$ cat src/rtl/wb_pkg.sv
// Shared types and constants for the write-back stage: load encodings,
// controller states and the WB pipeline register layout.
package wb_pkg;

  localparam int WB_XLEN = 32;

  typedef enum logic [2:0] {
    LD_LB  = 3'd0,
    LD_LBU = 3'd1,
    LD_LH  = 3'd2,
    LD_LHU = 3'd3,
    LD_LW  = 3'd4
  } ld_type_e;

  typedef enum logic {
    WB_IDLE = 1'b0,
    WB_WAIT = 1'b1
  } wb_state_e;

  localparam logic [4:0] REG_ZERO = 5'd0;

  typedef struct packed {
    logic               valid;
    logic               wreg;
    logic [4:0]         waddr;
    logic [WB_XLEN-1:0] wdata;
    logic               load;
    logic [2:0]         ld_type;
    logic [1:0]         addr_lo;
    logic               exc;
  } wb_reg_t;

  // Encodings above LW behave as LW, so they need a word-aligned address.
  function automatic logic load_misaligned(input logic [2:0] ld_type,
                                           input logic [1:0] addr_lo);
    logic mis;
    case (ld_type)
      LD_LB, LD_LBU: mis = 1'b0;
      LD_LH, LD_LHU: mis = addr_lo[0];
      default:       mis = (addr_lo != 2'b00);
    endcase
    return mis;
  endfunction

endpackage

$ cat src/rtl/wb_ctrl_load_align.sv
// Selects the addressed byte/halfword of a 32-bit read word and extends it
// to full width according to the load type.
module load_align
  import wb_pkg::*;
#(
  parameter int DATA_W = 32
) (
  input  logic [DATA_W-1:0] rdata,
  input  logic [2:0]        ld_type,
  input  logic [1:0]        addr_lo,
  output logic [DATA_W-1:0] aligned
);

  logic [7:0]  byte_sel;
  logic [15:0] half_sel;

  always_comb begin
    case (addr_lo)
      2'd0:    byte_sel = rdata[7:0];
      2'd1:    byte_sel = rdata[15:8];
      2'd2:    byte_sel = rdata[23:16];
      default: byte_sel = rdata[31:24];
    endcase
    half_sel = addr_lo[1] ? rdata[31:16] : rdata[15:0];
  end

  always_comb begin
    case (ld_type)
      LD_LB:   aligned = {{(DATA_W-8){byte_sel[7]}}, byte_sel};
      LD_LBU:  aligned = {{(DATA_W-8){1'b0}}, byte_sel};
      LD_LH:   aligned = {{(DATA_W-16){half_sel[15]}}, half_sel};
      LD_LHU:  aligned = {{(DATA_W-16){1'b0}}, half_sel};
      default: aligned = rdata;
    endcase
  end

endmodule

$ cat src/rtl/wb_ctrl.sv
// Write-back controller: registers the MEM result, waits for D-cache load
// data, drives the register file write port and counts load-miss cycles.
module wb_ctrl
  import wb_pkg::*;
#(
  parameter int DATA_W = 32,
  parameter int CNT_W  = 32
) (
  input  logic              clk,
  input  logic              rst,
  input  logic              stall_in,
  input  logic              mem_valid,
  input  logic              mem_wreg,
  input  logic [4:0]        mem_waddr,
  input  logic [DATA_W-1:0] mem_wdata,
  input  logic              mem_load,
  input  logic [2:0]        mem_ld_type,
  input  logic [1:0]        mem_addr_lo,
  input  logic              dc_rvalid,
  input  logic [DATA_W-1:0] dc_rdata,
  output logic              we,
  output logic [4:0]        waddr,
  output logic [DATA_W-1:0] wdata,
  output logic              wb_stall,
  output logic              adel_exc,
  output logic [CNT_W-1:0]  miss_cycles
);

  wb_state_e         state_q, state_d;
  wb_reg_t           wbr_q, wbr_d, mem_entry;
  logic [4:0]        hold_waddr_q, hold_waddr_d;
  logic [DATA_W-1:0] hold_wdata_q, hold_wdata_d;
  logic [CNT_W-1:0]  miss_q, miss_d;
  logic [DATA_W-1:0] ld_aligned;
  logic              capture;
  logic              wait_done;
  logic              enter_wait;
  logic              issue_alu;
  logic              issue_ld;
  logic              issue;

  function automatic logic [CNT_W-1:0] sat_inc(input logic [CNT_W-1:0] v);
    return (&v) ? v : v + CNT_W'(1);
  endfunction

  load_align #(
    .DATA_W (DATA_W)
  ) u_load_align (
    .rdata   (dc_rdata),
    .ld_type (wbr_q.ld_type),
    .addr_lo (wbr_q.addr_lo),
    .aligned (ld_aligned)
  );

  always_comb begin
    mem_entry         = '0;
    mem_entry.valid   = mem_valid;
    mem_entry.wreg    = mem_wreg;
    mem_entry.waddr   = mem_waddr;
    mem_entry.wdata   = mem_wdata;
    mem_entry.load    = mem_load;
    mem_entry.ld_type = mem_ld_type;
    mem_entry.addr_lo = mem_addr_lo;
    mem_entry.exc     = mem_valid & mem_load & load_misaligned(mem_ld_type, mem_addr_lo);
  end

  // A completing WAIT frees the register on the same edge it returns to IDLE.
  assign wait_done  = (state_q == WB_WAIT) && dc_rvalid;
  assign capture    = !stall_in && ((state_q == WB_IDLE) || wait_done);
  assign enter_wait = mem_entry.valid && mem_entry.load && !mem_entry.exc;

  always_ff @(posedge clk or negedge rst) begin
    if (!rst) begin
      state_q <= WB_IDLE;
    end else begin
      state_q <= state_d;
    end
  end

  always_comb begin
    state_d = state_q;
    case (state_q)
      WB_IDLE: begin
        if (capture && enter_wait) state_d = WB_WAIT;
      end
      WB_WAIT: begin
        if (wait_done) state_d = (capture && enter_wait) ? WB_WAIT : WB_IDLE;
      end
      default: state_d = WB_IDLE;
    endcase
  end

  // A finished load that cannot be replaced (stall_in high) becomes a bubble
  // so that IDLE never replays it.
  always_comb begin
    wbr_d = wbr_q;
    if (capture) begin
      wbr_d = mem_entry;
    end else if (wait_done) begin
      wbr_d.valid = 1'b0;
    end
  end

  always_comb begin
    issue_alu = (state_q == WB_IDLE) && wbr_q.valid && wbr_q.wreg &&
                !wbr_q.load && !wbr_q.exc && !stall_in;
    issue_ld  = wait_done && wbr_q.wreg;
    issue     = issue_alu || issue_ld;

    hold_waddr_d = hold_waddr_q;
    hold_wdata_d = hold_wdata_q;
    if (issue_ld) begin
      hold_waddr_d = wbr_q.waddr;
      hold_wdata_d = ld_aligned;
    end else if (issue_alu) begin
      hold_waddr_d = wbr_q.waddr;
      hold_wdata_d = wbr_q.wdata;
    end

    miss_d = miss_q;
    if ((state_q == WB_WAIT) && !dc_rvalid) miss_d = sat_inc(miss_q);
  end

  always_ff @(posedge clk or negedge rst) begin
    if (!rst) begin
      wbr_q        <= '0;
      hold_waddr_q <= '0;
      hold_wdata_q <= '0;
      miss_q       <= '0;
    end else begin
      wbr_q        <= wbr_d;
      hold_waddr_q <= hold_waddr_d;
      hold_wdata_q <= hold_wdata_d;
      miss_q       <= miss_d;
    end
  end

  // Write-port values pass straight through on an issuing cycle and are
  // otherwise held, which keeps waddr/wdata stable while we is low.
  always_comb begin
    we          = issue && (wbr_q.waddr != REG_ZERO);
    waddr       = hold_waddr_d;
    wdata       = hold_wdata_d;
    wb_stall    = (state_q == WB_WAIT) && !dc_rvalid;
    adel_exc    = (state_q == WB_IDLE) && wbr_q.valid && wbr_q.exc && !stall_in;
    miss_cycles = miss_q;
  end

endmodule
$ cat config.mk
export PLATFORM = sky130hd
export DESIGN_NAME = wb_ctrl
export DESIGN_NICKNAME = d
export VERILOG_FILES = /design/src/rtl/wb_pkg.sv /design/src/rtl/wb_ctrl_load_align.sv /design/src/rtl/wb_ctrl.sv
export SDC_FILE = /design/constraint.sdc
export NUM_CORES = 1
export LEC_CHECK = 0
export ABC_AREA = 1
export CAP_MARGIN = 20
export CORE_ASPECT_RATIO = 0.7
export CORE_MARGIN = 5
export CORE_UTILIZATION = 52
export CTS_BUF_LIST = sky130_fd_sc_hd__clkbuf_4
export DETAILED_ROUTE_END_ITERATION = 12
export PLACE_DENSITY = 0.93
export SLEW_MARGIN = 40
export SYNTH_ARGS = -nofsm -noshare
export SYNTH_HDL_FRONTEND = slang
export SYNTH_SLANG_ARGS = --single-unit
export TNS_END_PERCENT = 10
$ cat constraint.sdc
create_clock -name clk -period 1.8 [get_ports clk]
set_input_delay 0.18 -clock clk [delete_from_list [all_inputs] [get_ports clk]]
set_output_delay 0.18 -clock clk [all_outputs]
set_load 0.05 [all_outputs]
==> impl_metrics.env, run 1 <==
export IMPL_status="complete, but fails checks"
export IMPL_violations="setup timing"
export IMPL_avgRoutedWirePerCell_um=19.0
export IMPL_ys_seq_elements=116
export IMPL_drc=0
export IMPL_port_buffers=152
export IMPL_tritoncts="done"
export IMPL_critPathKind="reg2out"
export IMPL_netlist_area_sq_um=6450
export IMPL_clock_path_buffers=2
export IMPL_finalCriticalPeriod_ps=2450
export IMPL_tns_ps=-22380
export IMPL_endpoint="wdata[28]"
export IMPL_r2r_end="wbr_q[44]$_DFFE_PN0P_"
export IMPL_grt_antenna_before_repair=1
export IMPL_p_leak_uw=0.00489
export IMPL_worst_r2r_path_depth=8
export IMPL_drive_gt1_share_pct=25.3
export IMPL_grt_pass1_vias=6827
export IMPL_dieArea_sq_um=14800
export IMPL_ys_flop_type="dfrtp_1"
export IMPL_async_flop_share_pct=100
export IMPL_hpwl_um=15200
export IMPL_cp_arrival_ps=2270
export IMPL_rsz0062_at_grt="true"
export IMPL_worstSetupStartpointType="flip-flop"
export IMPL_endpoint_kind="output pin"
export IMPL_grt_max_degree=52
export IMPL_cap_violations=0
export IMPL_irDropWorstVdd_uv=1300
export IMPL_syn_num_nets=1015
export IMPL_track_usage_pct=31.1
export IMPL_die_h_um=103
export IMPL_nFillCells=702
export IMPL_crit_fanout=8
export IMPL_maxClockFrequency_mhz=408
export IMPL_clock_sinks=116
export IMPL_finish_net_count=1237
export IMPL_vias_per_cell=5.63
export IMPL_gr_max_usage_layer="met2"
export IMPL_cts_buffers=17
export IMPL_grt_pass1_wl_um=35600
export IMPL_die_x_um=143
export IMPL_cp_required_ps=1620
export IMPL_seqCellArea_sq_um=2910
export IMPL_use_met2_pct=47.1
export IMPL_core_sq_um=12300
export IMPL_use_met3_pct=9.46
export IMPL_synth_edff_count=0
export IMPL_ys_warn_count=0
export IMPL_gp_congestion=0.968
export IMPL_hp_class="in2async"
export IMPL_num_vias=7499
export IMPL_seq_area_frac_synth_pct=45.0
export IMPL_slew_violations=0
export IMPL_clock_latency_ps=550
export IMPL_fin_crit_sh_pct=136
export IMPL_rrSetupSlack_ps=-60
export IMPL_r2r_start="state_q$_DFF_PN0_"
export IMPL_placementRows=34
export IMPL_io_pins=153
export IMPL_grt_overflow=0
export IMPL_start_util_pct=52.4
export IMPL_setup_violations_final=44
export IMPL_synth_cells=933
export IMPL_first_iter_violations=970
export IMPL_ant_nets=0
export IMPL_power_density_nw_per_um2=1200
export IMPL_syn_area_per_cell_sq_um=6.91
export IMPL_clk_transition_reported_paths_ps=130
export IMPL_synth_distinct_cells=37
export IMPL_setup_ws_ps=-651
export IMPL_whs_ps=121
export IMPL_synthToLayoutAreaGrowth_pct=53.9
export IMPL_multi_input_area_sq_um=3460
export IMPL_worstMarginPinSlew_ps=515
export IMPL_use_met1_pct=42.5
export IMPL_finClkSkew_ps=23.3
export IMPL_routed_wl_um=25300
export IMPL_hold_viol=0
export IMPL_slew_headroom_pct=65.6
export IMPL_ctsHtreeMaxLevel=4
export IMPL_startpoint="state_q$_DFF_PN0_"
export IMPL_root_buffer="clkbuf_4"
export IMPL_drtPass1Iterations=6
-- layer usage --
metal,vias to the layer above,part of all wire [%]
met4,0,4.2
li1,3360,-
met1,3507,39
met5,-,0
met3,101,11
met2,531,46
-- flip-flops by register name, summed over array words and instances, names as in the netlist --
name,count
hold_waddr_q,5
wbr_q,46
state_q,1
hold_wdata_q,32
miss_cycles,32
-- cell families (layout without fill, tap and decap cells) --
kind of cell             count (synthesis)  after routing  share of synthesized area [%]
XOR/XNOR                                11             11                           1.49
AO/OA/AOI/OAI                          114            114                           9.43
AND/OR/NAND/NOR                        571            571                           36.0
buffers and inverters                  120            355                           7.88
other                                    0              1                              0
flip-flops                             116            116                           45.0
adder cells (fa/ha/maj)                  1              1                          0.194
-- power breakdown --
part	internal [uW]	total (uW)	switching, uW
Sequential	3160	3460	308
Clock	967	2110	1140
Combinational	2690	6310	3620
Total	6820	11900	5060
-- cell usage in the layout (no fill, tap or decap), drive strengths merged, types with 3 or more instances in the layout --
cell	n
nand2	436
nor3	4
inv	83
dlygate4sd2	8
a21oi	26
bufinv	3
clkdlybuf4s50	79
clkbuf	21
nor2	77
xnor2	6
clkinv	10
xor2	5
buf	146
o211ai	9
o21ai	72
nand3b	3
dfrtp	116
nand4	4
nand3	44
clkinvlp	3
-- critical path, cell delays in order (launching register included) --
cell       delay [ps]
dfrtp_1           450
nor3_2            260
nand2_2           140
buf_12            180
clkbuf_16         160
a21oi_2           140
o21ai_1           120
nand2_2           120
buf_12            140
-- how the worst min path moves through the flow --
stage               cells past startpoint                   endpoint          start
CTS                                     3      wbr_q[33]$_DFFE_PN0P_  mem_wdata[26]
finish                                  2  hold_waddr_q[3]$_DFF_PN0_            rst
global placement                        1      wbr_q[41]$_DFFE_PN0P_            rst
detailed placement                      1  hold_waddr_q[1]$_DFF_PN0_            rst
floorplan                               0  hold_waddr_q[0]$_DFF_PN0_            rst
global route                            3      wbr_q[33]$_DFFE_PN0P_  mem_wdata[26]
-- synthesized netlist by cell type, types with 4 or more instances --
cell type,n,share of area [%]
inv_1,80,4.7
buf_6,4,0.70
nand2_1,422,25
o211ai_1,9,1.0
clkbuf_1,19,1.1
a21oi_1,26,2.0
xnor2_1,6,0.82
o21ai_1,4,0.31
nand4_1,4,0.39
o21ai_0,68,5.3
xor2_1,5,0.68
nand2_2,11,1.1
nand3_1,44,3.4
buf_2,8,0.62
nor2_1,74,4.3
dfrtp_1,116,45
-- what timing repair did --
action,CTS,global route
endpoints found under the hold margin,31,0
setup endpoints to repair,51,91
pin swaps,23,33
resized for setup,86,105
hold buffers,1,0
gates cloned,4,3
buffers inserted,10,17
-- layout make-up --
| type | count | share of cell area, % |
|---|---|---|
| antenna | 1 | 0.0252 |
| clock buffer | 18 | 1.36 |
| clock inverter | 14 | 1.64 |
| inverter | 85 | 3.45 |
| multi-input combinational | 697 | 34.9 |
| sequential | 116 | 29.3 |
| tap | 162 | 2.04 |
| timing repair buffer | 238 | 27.3 |
-- stage by stage --
stage / cell area, sq um / total power [uW] / setup slack [ps] / std cells / utilization [%]
after floorplan: 6490 / 6250 / -320 / 933 / -
after global placement: 8780 / 8520 / -143 / 1264 / 71.4
after detailed placement: 8780 / 8650 / -273 / 1264 / 71.4
after CTS: 9470 / 11000 / -509 / 1311 / 77.0
after global routing: 9920 / 12300 / -739 / 1331 / 80.7
final: 9920 / 11900 / -651 / 1331 / 80.7
Note: power is estimated with default switching activity, not from simulation.
==> run 2, diff against run 1 <==
--- a/config.mk
+++ b/config.mk
@@ -13,6 +13,7 @@
 export CTS_BUF_LIST = sky130_fd_sc_hd__clkbuf_4
 export DETAILED_ROUTE_END_ITERATION = 12
 export PLACE_DENSITY = 0.93
+export SKIP_LAST_GASP = 1
 export SLEW_MARGIN = 40
 export SYNTH_ARGS = -nofsm -noshare
 export SYNTH_HDL_FRONTEND = slang
==> impl_metrics.env, run 2 (synthesized netlist as in run 1, its figures left out) <==
export IMPL_clock_latency_ps=540
export IMPL_die_x_um=143
export IMPL_hpwl_um=15200
export IMPL_num_vias=7251
export IMPL_wl_met3_um=2780
export IMPL_cts_buffers=17
export IMPL_grt_pass1_wl_um=34600
export IMPL_worstMarginPinSlew_ps=736
export IMPL_p_sw_uw=4860
export IMPL_synthToLayoutAreaGrowth_pct=49.2
export IMPL_p_seq_share_pct=29.9
export IMPL_avgRoutedWirePerCell_um=17.6
export IMPL_p_leak_uw=0.00476
export IMPL_wl_met1_um=9160
export IMPL_maxClockFrequency_mhz=413
export IMPL_clk_transition_reported_paths_ps=120
export IMPL_endpoint_kind="output pin"
export IMPL_rsz0062_at_grt="true"
export IMPL_ant_nets=0
export IMPL_switching_share_pct=42.2
export IMPL_clock_sinks=116
export IMPL_port_buffers=152
export IMPL_whs_ps=125
export IMPL_hold_viol=0
export IMPL_grt_max_degree=52
export IMPL_wl_met2_um=10500
export IMPL_cap_violations=0
export IMPL_dieArea_sq_um=14800
export IMPL_grt_overflow=0
export IMPL_nFillCells=754
export IMPL_clkPwrFrac_pct=18.1
export IMPL_finClkSkew_ps=20.5
export IMPL_die_h_um=103
export IMPL_highest_layer="met4"
export IMPL_start_util_pct=52.4
export IMPL_gp_congestion=0.968
export IMPL_layout_commonest_cell="nand2_1"
export IMPL_clock_path_buffers=2
export IMPL_drtPass1Iterations=6
export IMPL_grt_pass1_vias=6679
export IMPL_largest_reg_flops=46
export IMPL_slew_headroom_pct=50.8
export IMPL_finish_net_count=1226
export IMPL_finalCriticalPeriod_ps=2420
export IMPL_routed_wl_um=23300
export IMPL_final_cell_mix="408 x nand2_1, 114 x dfrtp_1, 90 x clkdlybuf4s50_1"
export IMPL_grt_antenna_before_repair=0
export IMPL_power_density_nw_per_um2=1200
export IMPL_drive_gt1_share_pct=20.7
export IMPL_internal_power_uw=6660
export IMPL_track_usage_pct=30.1
export IMPL_first_iter_violations=1007
export IMPL_violations="setup timing"
export IMPL_cp_arrival_ps=2240
export IMPL_core_sq_um=12300
export IMPL_io_pins=153
export IMPL_ctsHtreeMaxLevel=4
export IMPL_cp_required_ps=1620
export IMPL_irDropWorstVdd_uv=1280
export IMPL_placementRows=34
export IMPL_tns_ps=-33420
export IMPL_tritoncts="done"
export IMPL_combPwrFrac_pct=52.0
export IMPL_vias_per_cell=5.50
export IMPL_hp_class="in2async"
export IMPL_top_register="wbr_q"
export IMPL_fin_crit_sh_pct=135
export IMPL_root_buffer="clkbuf_4"
export IMPL_status="complete, but fails checks"
export IMPL_worstSetupStartpointType="flip-flop"
export IMPL_slew_violations=0
export IMPL_post_route_util_pct=78.3
export IMPL_antennaDiodeCount=0
export IMPL_setup_violations_final=109
export IMPL_setup_ws_ps=-622
export IMPL_critPathKind="reg2out"
export IMPL_crit_fanout=6
export IMPL_drc=0
[run 2: cell types whose count changed in the layout (fill, tap and decap cells not counted), moves of 4 or more]
cell             change
dlygate4sd2_1        -8
clkdlybuf4s50_1     +11
inv_2                -4
buf_6               -14
dfrtp_1              +4
dfrtp_2              -4
nand2_1             +18
inv_1                +4
o21ai_0             +10
nand2_2             -17
a21oi_1              +5
buf_4                +6
a21oi_2              -5
o21ai_1              -5
[run 2: power groups by stage]
stage,clock (uW),combinational (uW),sequential (uW)
global placement,0,5100,3420
floorplan,0,2750,3500
global route,2220,6250,3490
detailed placement,0,5200,3440
CTS,2070,5480,3410
finish,2080,5990,3450
[run 2: metal layers]
metal  up-vias  track usage (%)
li1       3335                -
met1      3346             41.7
met2       486             44.6
met3        84             10.2
met4         0             9.72
met5         -                0
[run 2: layout make-up]
| type | instances | area, sq um | share of cell area [%] |
|---|---|---|---|
| multi-input combinational | 697 | 3320 | 34.6 |
| sequential | 116 | 2910 | 30.2 |
| timing repair buffer | 227 | 2560 | 26.6 |
| inverter | 85 | 330 | 3.43 |
| tap | 162 | 203 | 2.11 |
| clock inverter | 14 | 163 | 1.69 |
| clock buffer | 18 | 135 | 1.40 |
[run 2: worst max-delay path, cell delays in order, from the launching register on]
cell,delay [ps]
dfrtp_2,450
nor3_4,230
nand2_2,120
buf_12,170
buf_16,140
o21ai_0,230
o21ai_1,180
buf_12,190
[run 2: path summary, 6_finish.rpt]
kind,depth (start not counted),endpoint,slack (ps),startpoint
worst max-delay path,7,wdata[11],-620,state_q$_DFF_PN0_
worst min-delay path,2,hold_waddr_q[3]$_DFF_PN0_,130,rst
worst max register to register,8,wbr_q[13]$_DFFE_PN0P_,-380,state_q$_DFF_PN0_
worst min register to register,2,wbr_q[24]$_DFFE_PN0P_,500,wbr_q[24]$_DFFE_PN0P_
max in group asynchronous,3,wbr_q[17]$_DFFE_PN0P_,1010,rst
min in group clk,3,wbr_q[33]$_DFFE_PN0P_,160,mem_wdata[26]
[run 2: stage by stage]
step | total power (uW) | worst slack, ps | instance area, sq um | cells
4_1_cts | 11000 | -509 | 9400 | 1311
6_report | 11500 | -622 | 9620 | 1319
5_1_grt | 11900 | -734 | 9620 | 1319
2_1_floorplan | 6250 | -320 | 6490 | 933
3_5_place_dp | 8650 | -273 | 8780 | 1264
3_3_place_gp | 8520 | -143 | 8780 | 1264
[run 2: repair_timing]
| item | 4_1_cts | 5_1_grt |
|---|---|---|
| pin swaps | 15 | 23 |
| resized for setup | 46 | 46 |
| hold endpoints to repair | 31 | 0 |
| hold buffers | 1 | 0 |
| gates cloned | 4 | 0 |
| buffers inserted | 10 | 8 |
| endpoints found under the setup margin | 51 | 129 |
